`config.mk`:
```
export PLATFORM = sky130hd
export DESIGN_NAME = usb20sr_refdes_cpu_qsys_gen2_cpu_oci_dct_packer_flat
export DESIGN_NICKNAME = d
export VERILOG_FILES = /design/src/rtl/usb20sr_refdes_cpu_qsys_gen2_cpu_oci_dct_packer_if.sv /design/src/rtl/usb20sr_refdes_cpu_qsys_gen2_cpu_oci_dct_packer.sv /design/src/flat_wrapper.sv
export SDC_FILE = /design/constraint.sdc
export NUM_CORES = 1
export LEC_CHECK = 0
export CORE_MARGIN = 8
export CORE_UTILIZATION = 54
export DETAILED_ROUTE_END_ITERATION = 10
export HOLD_SLACK_MARGIN = 0.05
export PLACE_DENSITY_LB_ADDON = 0.25
export SLEW_MARGIN = 25
export SYNTH_ARGS = -nofsm -noshare
export SYNTH_HDL_FRONTEND = slang
export SYNTH_SLANG_ARGS = --single-unit
```
`constraint.sdc`:
```
create_clock -name clk_i -period 2.8 [get_ports clk_i]
set_clock_uncertainty 0.15 [all_clocks]
set_input_delay 0.56 -clock clk_i [delete_from_list [all_inputs] [get_ports clk_i]]
set_output_delay 0.56 -clock clk_i [all_outputs]
set_load 0.02 [all_outputs]
```
`src/rtl/usb20sr_refdes_cpu_qsys_gen2_cpu_oci_dct_packer_if.sv`:
```
// Atom input and frame output handshake bundle for the DCT trace packer.
// slave = packer side, master = atom producer / frame consumer side.
interface usb20sr_refdes_cpu_qsys_gen2_cpu_oci_dct_packer_if;
  logic        atom_valid;
  logic [1:0]  atom;
  logic        atom_ready;
  logic        flush;
  logic        dct_valid;
  logic        dct_ready;
  logic [29:0] dct_buffer;
  logic [3:0]  dct_count;

  modport slave (
    input  atom_valid, atom, flush, dct_ready,
    output atom_ready, dct_valid, dct_buffer, dct_count
  );

  modport master (
    output atom_valid, atom, flush, dct_ready,
    input  atom_ready, dct_valid, dct_buffer, dct_count
  );
endinterface

```
`src/rtl/usb20sr_refdes_cpu_qsys_gen2_cpu_oci_dct_packer.sv`:
```
// Packs 2-bit DCT trace atoms into 30-bit frames, closed when full or on flush,
// behind a one-entry valid/ready output register.
//
// state   | meaning
// EMPTY   | no atoms held, flush ignored
// FILL    | 1..14 atoms held, accepting
// FULL    | 15 atoms held, waiting for output slot
// DRAIN   | flushed partial frame, waiting for output slot
module usb20sr_refdes_cpu_qsys_gen2_cpu_oci_dct_packer #(
  parameter int ATOM_W    = 2,
  parameter int MAX_ATOMS = 15,
  parameter int CNT_W     = 4
) (
  input  logic        clk_i,
  input  logic        reset_i,
  usb20sr_refdes_cpu_qsys_gen2_cpu_oci_dct_packer_if.slave bus,
  output logic [15:0] frame_count_o,
  output logic        illegal_atom_o
);
  localparam int FRAME_W = ATOM_W * MAX_ATOMS;

  typedef enum logic [1:0] {S_EMPTY, S_FILL, S_FULL, S_DRAIN} state_e;

  state_e               state_q, state_d;
  logic [FRAME_W-1:0]   acc_q, acc_d;
  logic [CNT_W-1:0]     acc_cnt_q, acc_cnt_d;
  logic                 atom_ready_q, atom_ready_d;
  logic                 dct_valid_q;
  logic [FRAME_W-1:0]   dct_buffer_q;
  logic [CNT_W-1:0]     dct_count_q;
  logic [15:0]          frame_count_q;
  logic                 illegal_q;

  logic accept, drop, slot_free, load;

  always_comb begin
    accept    = bus.atom_valid & atom_ready_q & (bus.atom != '0);
    drop      = bus.atom_valid & atom_ready_q & (bus.atom == '0);
    slot_free = ~dct_valid_q | bus.dct_ready;
    load      = ((state_q == S_FULL) || (state_q == S_DRAIN)) & slot_free;

    state_d   = state_q;
    acc_d     = acc_q;
    acc_cnt_d = acc_cnt_q;

    case (state_q)
      S_EMPTY, S_FILL: begin
        if (accept) begin
          acc_d[ATOM_W*int'(acc_cnt_q) +: ATOM_W] = bus.atom;
          acc_cnt_d = acc_cnt_q + CNT_W'(1);
        end
        if (acc_cnt_d == CNT_W'(MAX_ATOMS))
          state_d = S_FULL;
        // A flush needs at least one atom held before this edge; an atom
        // accepted alongside the flush still lands in the closing frame.
        else if (state_q == S_FILL && bus.flush)
          state_d = S_DRAIN;
        else if (acc_cnt_d != '0)
          state_d = S_FILL;
      end
      S_FULL, S_DRAIN: begin
        if (slot_free) begin
          acc_d     = '0;
          acc_cnt_d = '0;
          state_d   = S_EMPTY;
        end
      end
      default: state_d = S_EMPTY;
    endcase

    atom_ready_d = (acc_cnt_d != CNT_W'(MAX_ATOMS)) & (state_d != S_DRAIN);
  end

  always_ff @(posedge clk_i) begin
    if (reset_i) begin
      state_q       <= S_EMPTY;
      acc_q         <= '0;
      acc_cnt_q     <= '0;
      atom_ready_q  <= 1'b1;
      dct_valid_q   <= 1'b0;
      dct_buffer_q  <= '0;
      dct_count_q   <= '0;
      frame_count_q <= '0;
      illegal_q     <= 1'b0;
    end else begin
      state_q      <= state_d;
      acc_q        <= acc_d;
      acc_cnt_q    <= acc_cnt_d;
      atom_ready_q <= atom_ready_d;
      // A new frame loading wins over the consumer draining the slot.
      if (load) begin
        dct_valid_q   <= 1'b1;
        dct_buffer_q  <= acc_q;
        dct_count_q   <= acc_cnt_q;
        frame_count_q <= frame_count_q + 16'd1;
      end else if (dct_valid_q & bus.dct_ready) begin
        dct_valid_q <= 1'b0;
      end
      if (drop)
        illegal_q <= 1'b1;
    end
  end

  assign bus.atom_ready = atom_ready_q;
  assign bus.dct_valid  = dct_valid_q;
  assign bus.dct_buffer = dct_buffer_q;
  assign bus.dct_count  = dct_count_q;
  assign frame_count_o  = frame_count_q;
  assign illegal_atom_o = illegal_q;
endmodule

```
`src/flat_wrapper.sv`:
```
// flat-port wrapper written by rule: the top's interface ports become plain ports
module usb20sr_refdes_cpu_qsys_gen2_cpu_oci_dct_packer_flat 
#(
  parameter int ATOM_W    = 2,
  parameter int MAX_ATOMS = 15,
  parameter int CNT_W     = 4
)
  (clk_i, reset_i, frame_count_o, illegal_atom_o, bus_atom_valid, bus_atom, bus_flush, bus_dct_ready, bus_atom_ready, bus_dct_valid, bus_dct_buffer, bus_dct_count);
  usb20sr_refdes_cpu_qsys_gen2_cpu_oci_dct_packer_if bus_i ();
  input  logic clk_i;
  input  logic reset_i;
  output logic [15:0] frame_count_o;
  output logic illegal_atom_o;
  input wire logic [$bits(bus_i.atom_valid)-1:0] bus_atom_valid;
  input wire logic [$bits(bus_i.atom)-1:0] bus_atom;
  input wire logic [$bits(bus_i.flush)-1:0] bus_flush;
  input wire logic [$bits(bus_i.dct_ready)-1:0] bus_dct_ready;
  output wire logic [$bits(bus_i.atom_ready)-1:0] bus_atom_ready;
  output wire logic [$bits(bus_i.dct_valid)-1:0] bus_dct_valid;
  output wire logic [$bits(bus_i.dct_buffer)-1:0] bus_dct_buffer;
  output wire logic [$bits(bus_i.dct_count)-1:0] bus_dct_count;
  assign bus_i.atom_valid = bus_atom_valid;
  assign bus_i.atom = bus_atom;
  assign bus_i.flush = bus_flush;
  assign bus_i.dct_ready = bus_dct_ready;
  assign bus_atom_ready = bus_i.atom_ready;
  assign bus_dct_valid = bus_i.dct_valid;
  assign bus_dct_buffer = bus_i.dct_buffer;
  assign bus_dct_count = bus_i.dct_count;
  usb20sr_refdes_cpu_qsys_gen2_cpu_oci_dct_packer #(.ATOM_W(ATOM_W), .MAX_ATOMS(MAX_ATOMS), .CNT_W(CNT_W)) u_core (.clk_i(clk_i), .reset_i(reset_i), .bus(bus_i), .frame_count_o(frame_count_o), .illegal_atom_o(illegal_atom_o));
endmodule
```
==> impl_metrics.json <==
{
  "status": "finished, final reports clean",
  "maxCapViolCount": 0,
  "ys_warn_count": 0,
  "synth_seq_area_share": 0.454,
  "track_usage": 0.215,
  "finalWorstPathRequiredPeriod_ns": 2.53,
  "routedWlPerCell_um": 16.8,
  "reg2regPathDepth": 7,
  "post-route-period-util": 0.904,
  "total_leakage_power_nw": 1.69,
  "cts_tree": "built",
  "grt_pass1_vias": 3586,
  "gp_congestion": 0.975,
  "synth-edff-count": 0,
  "worstPathArrival_ns": 2.68,
  "synth_top_area_share": 0.454,
  "cts_root_buffer": "clkbuf_8",
  "grt_remaining_overflow": 0,
  "critical_path_class": "reg2reg",
  "hold_buffers": 0,
  "critPathMaxFanout": 9,
  "area_growth_pct": 23.3,
  "post-route-drc-count": 0,
  "fin_hold_ws_ns": 0.308,
  "io_buffer_count": 59,
  "dr.first_iter.drc_count": 239,
  "path_clk_slew_ns": 0.10,
  "hold_viol_final": 0,
  "synth.avg_cell_area_um2": 8.34,
  "cts-buffers-inserted": 9,
  "syn_inst": 471,
  "yosysMostFrequentCell": "nand2_1",
  "r2r_start": "u_core.acc_cnt_q[0]$_SDFF_PP0_",
  "die_y_um": 101,
  "worst_pin_slew_ns": 0.541,
  "rows": 31,
  "ys_ff_latch": 89,
  "antenna_found_initial": 0,
  "r2r_end": "u_core.acc_q[10]$_SDFFE_PP0P_",
  "synth_top_cells_by_count": "nand2_1 (95), dfxtp_1 (89), a21oi_1 (48)",
  "yosysTopAreaCell": "dfxtp_1",
  "synth_nets": 484,
  "coreArea_um2": 7140,
  "setup.worst_path.end_class": "flip-flop",
  "antenna_cells": 0,
  "nets": 545,
  "hp-class": "reg2reg",
  "required_ns": 2.95,
  "clock.fmax_mhz": 395,
  "grt_setup_unrepaired": "false",
  "pin_count": 60,
  "r2r_setup_slack_ns": 0.27,
  "ant_nets": 0,
  "die_w_um": 101,
  "drive_above_1_share": 0.104,
  "drv_slew": 0,
  "wl_um": 10700,
  "fp.dieArea_um2": 10300,
  "grt_start_max_net_pins": 34,
  "clock_path_buffers": 2,
  "cp-start-kind": "flip-flop",
  "clkLatencyLatePin_ns": 0.36,
  "ys_types": 61,
  "fin_setup_tns_ns": 0,
  "pwr_density_cell_nw_per_um2": 507,
  "synth_ff_type": "dfxtp_1",
  "slew_headroom": 0.638,
  "vdd_drop_max_uv": 238,
  "cts.sinks": 89,
  "dp_hpwl_um": 7850,
  "h-tree-depth": 3,
  "async_flop_share": 0,
  "vias": 3666,
  "first_pass_iters": 4,
  "drt-vias-per-instance": 5.76,
  "netlist_area_um2": 3930,
  "critPathCapture": "u_core.acc_q[10]$_SDFFE_PP0P_",
  "floorplan.initialDensity": 0.550,
  "cp-startpoint": "u_core.acc_cnt_q[0]$_SDFF_PP0_",
  "setup_violations": 0,
  "cts_resized": 0,
  "grt_pass1_wl_um": 17600,
  "synthTopCellsByArea": "dfxtp_1 (45%), nand2_1 (9.1%), a21oi_1 (6.1%)",
  "cts_setup_buffers": 0
}
==> worst min path at each step <==
stage                                             start                                     end  slack, ns  cells after the start
final                      u_core.acc_q[2]$_SDFFE_PP0P_   u_core.bus.dct_buffer[2]$_SDFFE_PP0P_       0.31                      2
after global routing       u_core.acc_q[8]$_SDFFE_PP0P_   u_core.bus.dct_buffer[8]$_SDFFE_PP0P_       0.32                      2
after CTS                 u_core.acc_q[15]$_SDFFE_PP0P_  u_core.bus.dct_buffer[15]$_SDFFE_PP0P_       0.31                      2
after detailed placement  u_core.acc_q[19]$_SDFFE_PP0P_  u_core.bus.dct_buffer[19]$_SDFFE_PP0P_       0.29                      2
after global placement    u_core.acc_q[15]$_SDFFE_PP0P_  u_core.bus.dct_buffer[15]$_SDFFE_PP0P_       0.29                      2
after floorplan           u_core.acc_q[12]$_SDFFE_PP0P_  u_core.bus.dct_buffer[12]$_SDFFE_PP0P_       0.28                      2
==> logic make-up after synthesis <==
kind of cell,Yosys count,share of synthesized area
muxes,1,0.00255
buffers and inverters,39,0.0446
AOI/OAI and AO/OA,109,0.185
DFF,89,0.454
and+or+nand+nor,211,0.260
xor gates and xnor gates,16,0.0357
adders and majority gates,6,0.0191
==> cell usage in the layout (no fill, tap or decap), drive strengths merged, types with 2 or more instances in the layout <==
cell type	instances
or3	5
and3	7
a21boi	3
xor2	10
clkbuf	9
dfxtp	89
nand4	10
clkdlybuf4s50	58
nand2	95
nor3	9
a32oi	4
o21ai	14
a21oi	49
a22oi	6
inv	8
a32o	11
and4	3
clkinv	4
xnor2	6
nor2	36
a22o	2
a31oi	4
nand2b	4
nor4	3
nand3b	3
and2	3
buf	25
nor2b	4
ha	6
nor3b	5
nand3	17
or2	3
o2111ai	2
==> per-layer routing <==
metal	GRT usage	up-vias	routed length (um)
met5	0	-	0
li1	-	1786	-
met2	0.366	128	5130
met1	0.262	1732	4780
met4	0.0710	0	157
met3	0.0454	20	593
==> worst max-delay path, stage by stage, from the launching register on <==
cell      delay, ns
dfxtp_1        0.57
inv_1          0.15
ha_1           0.32
nand2b_4       0.18
a21boi_2       0.29
a41oi_1        0.21
or4_1          0.43
a21oi_1        0.15
==> power by group <==
| part | switching, W | leakage [nW] | internal, W | total (W) |
|---|---|---|---|---|
| Sequential | 0.0000202 | 0.718 | 0.00128 | 0.00130 |
| Combinational | 0.000212 | 0.876 | 0.000114 | 0.000326 |
| Clock | 0.000498 | 0.0915 | 0.000332 | 0.000830 |
==> flip-flops by register name (all words and copies together), names as in the netlist, 2 cells and up <==
name and count:
u_core.state_q 2, u_core.acc_q 30, u_core.bus.dct_buffer 30, u_core.frame_count_o 16
u_core.acc_cnt_q 4, u_core.bus.dct_count 4
==> layout make-up <==
| type | instances | area [um^2] |
|---|---|---|
| inverter | 6 | 22.5 |
| sequential | 89 | 1780 |
| multi-input combinational | 343 | 1970 |
| fill | 634 | 2290 |
| clock inverter | 7 | 55.1 |
| tap | 99 | 124 |
| timing repair buffer | 83 | 766 |
| clock buffer | 9 | 124 |
==> through the flow <==
step | utilization | setup slack (ns) | cells | total power, W | cell area, um^2
after global routing | 0.679 | 0.127 | 636 | 0.00255 | 4840
after CTS | 0.679 | 0.302 | 636 | 0.00246 | 4840
after detailed placement | 0.654 | 0.172 | 620 | 0.00165 | 4670
after floorplan | - | 0.431 | 471 | 0.00153 | 3930
final | 0.679 | 0.268 | 636 | 0.00246 | 4840
after global placement | 0.654 | 0.157 | 620 | 0.00165 | 4670
(Power assumes the default switching activity.)
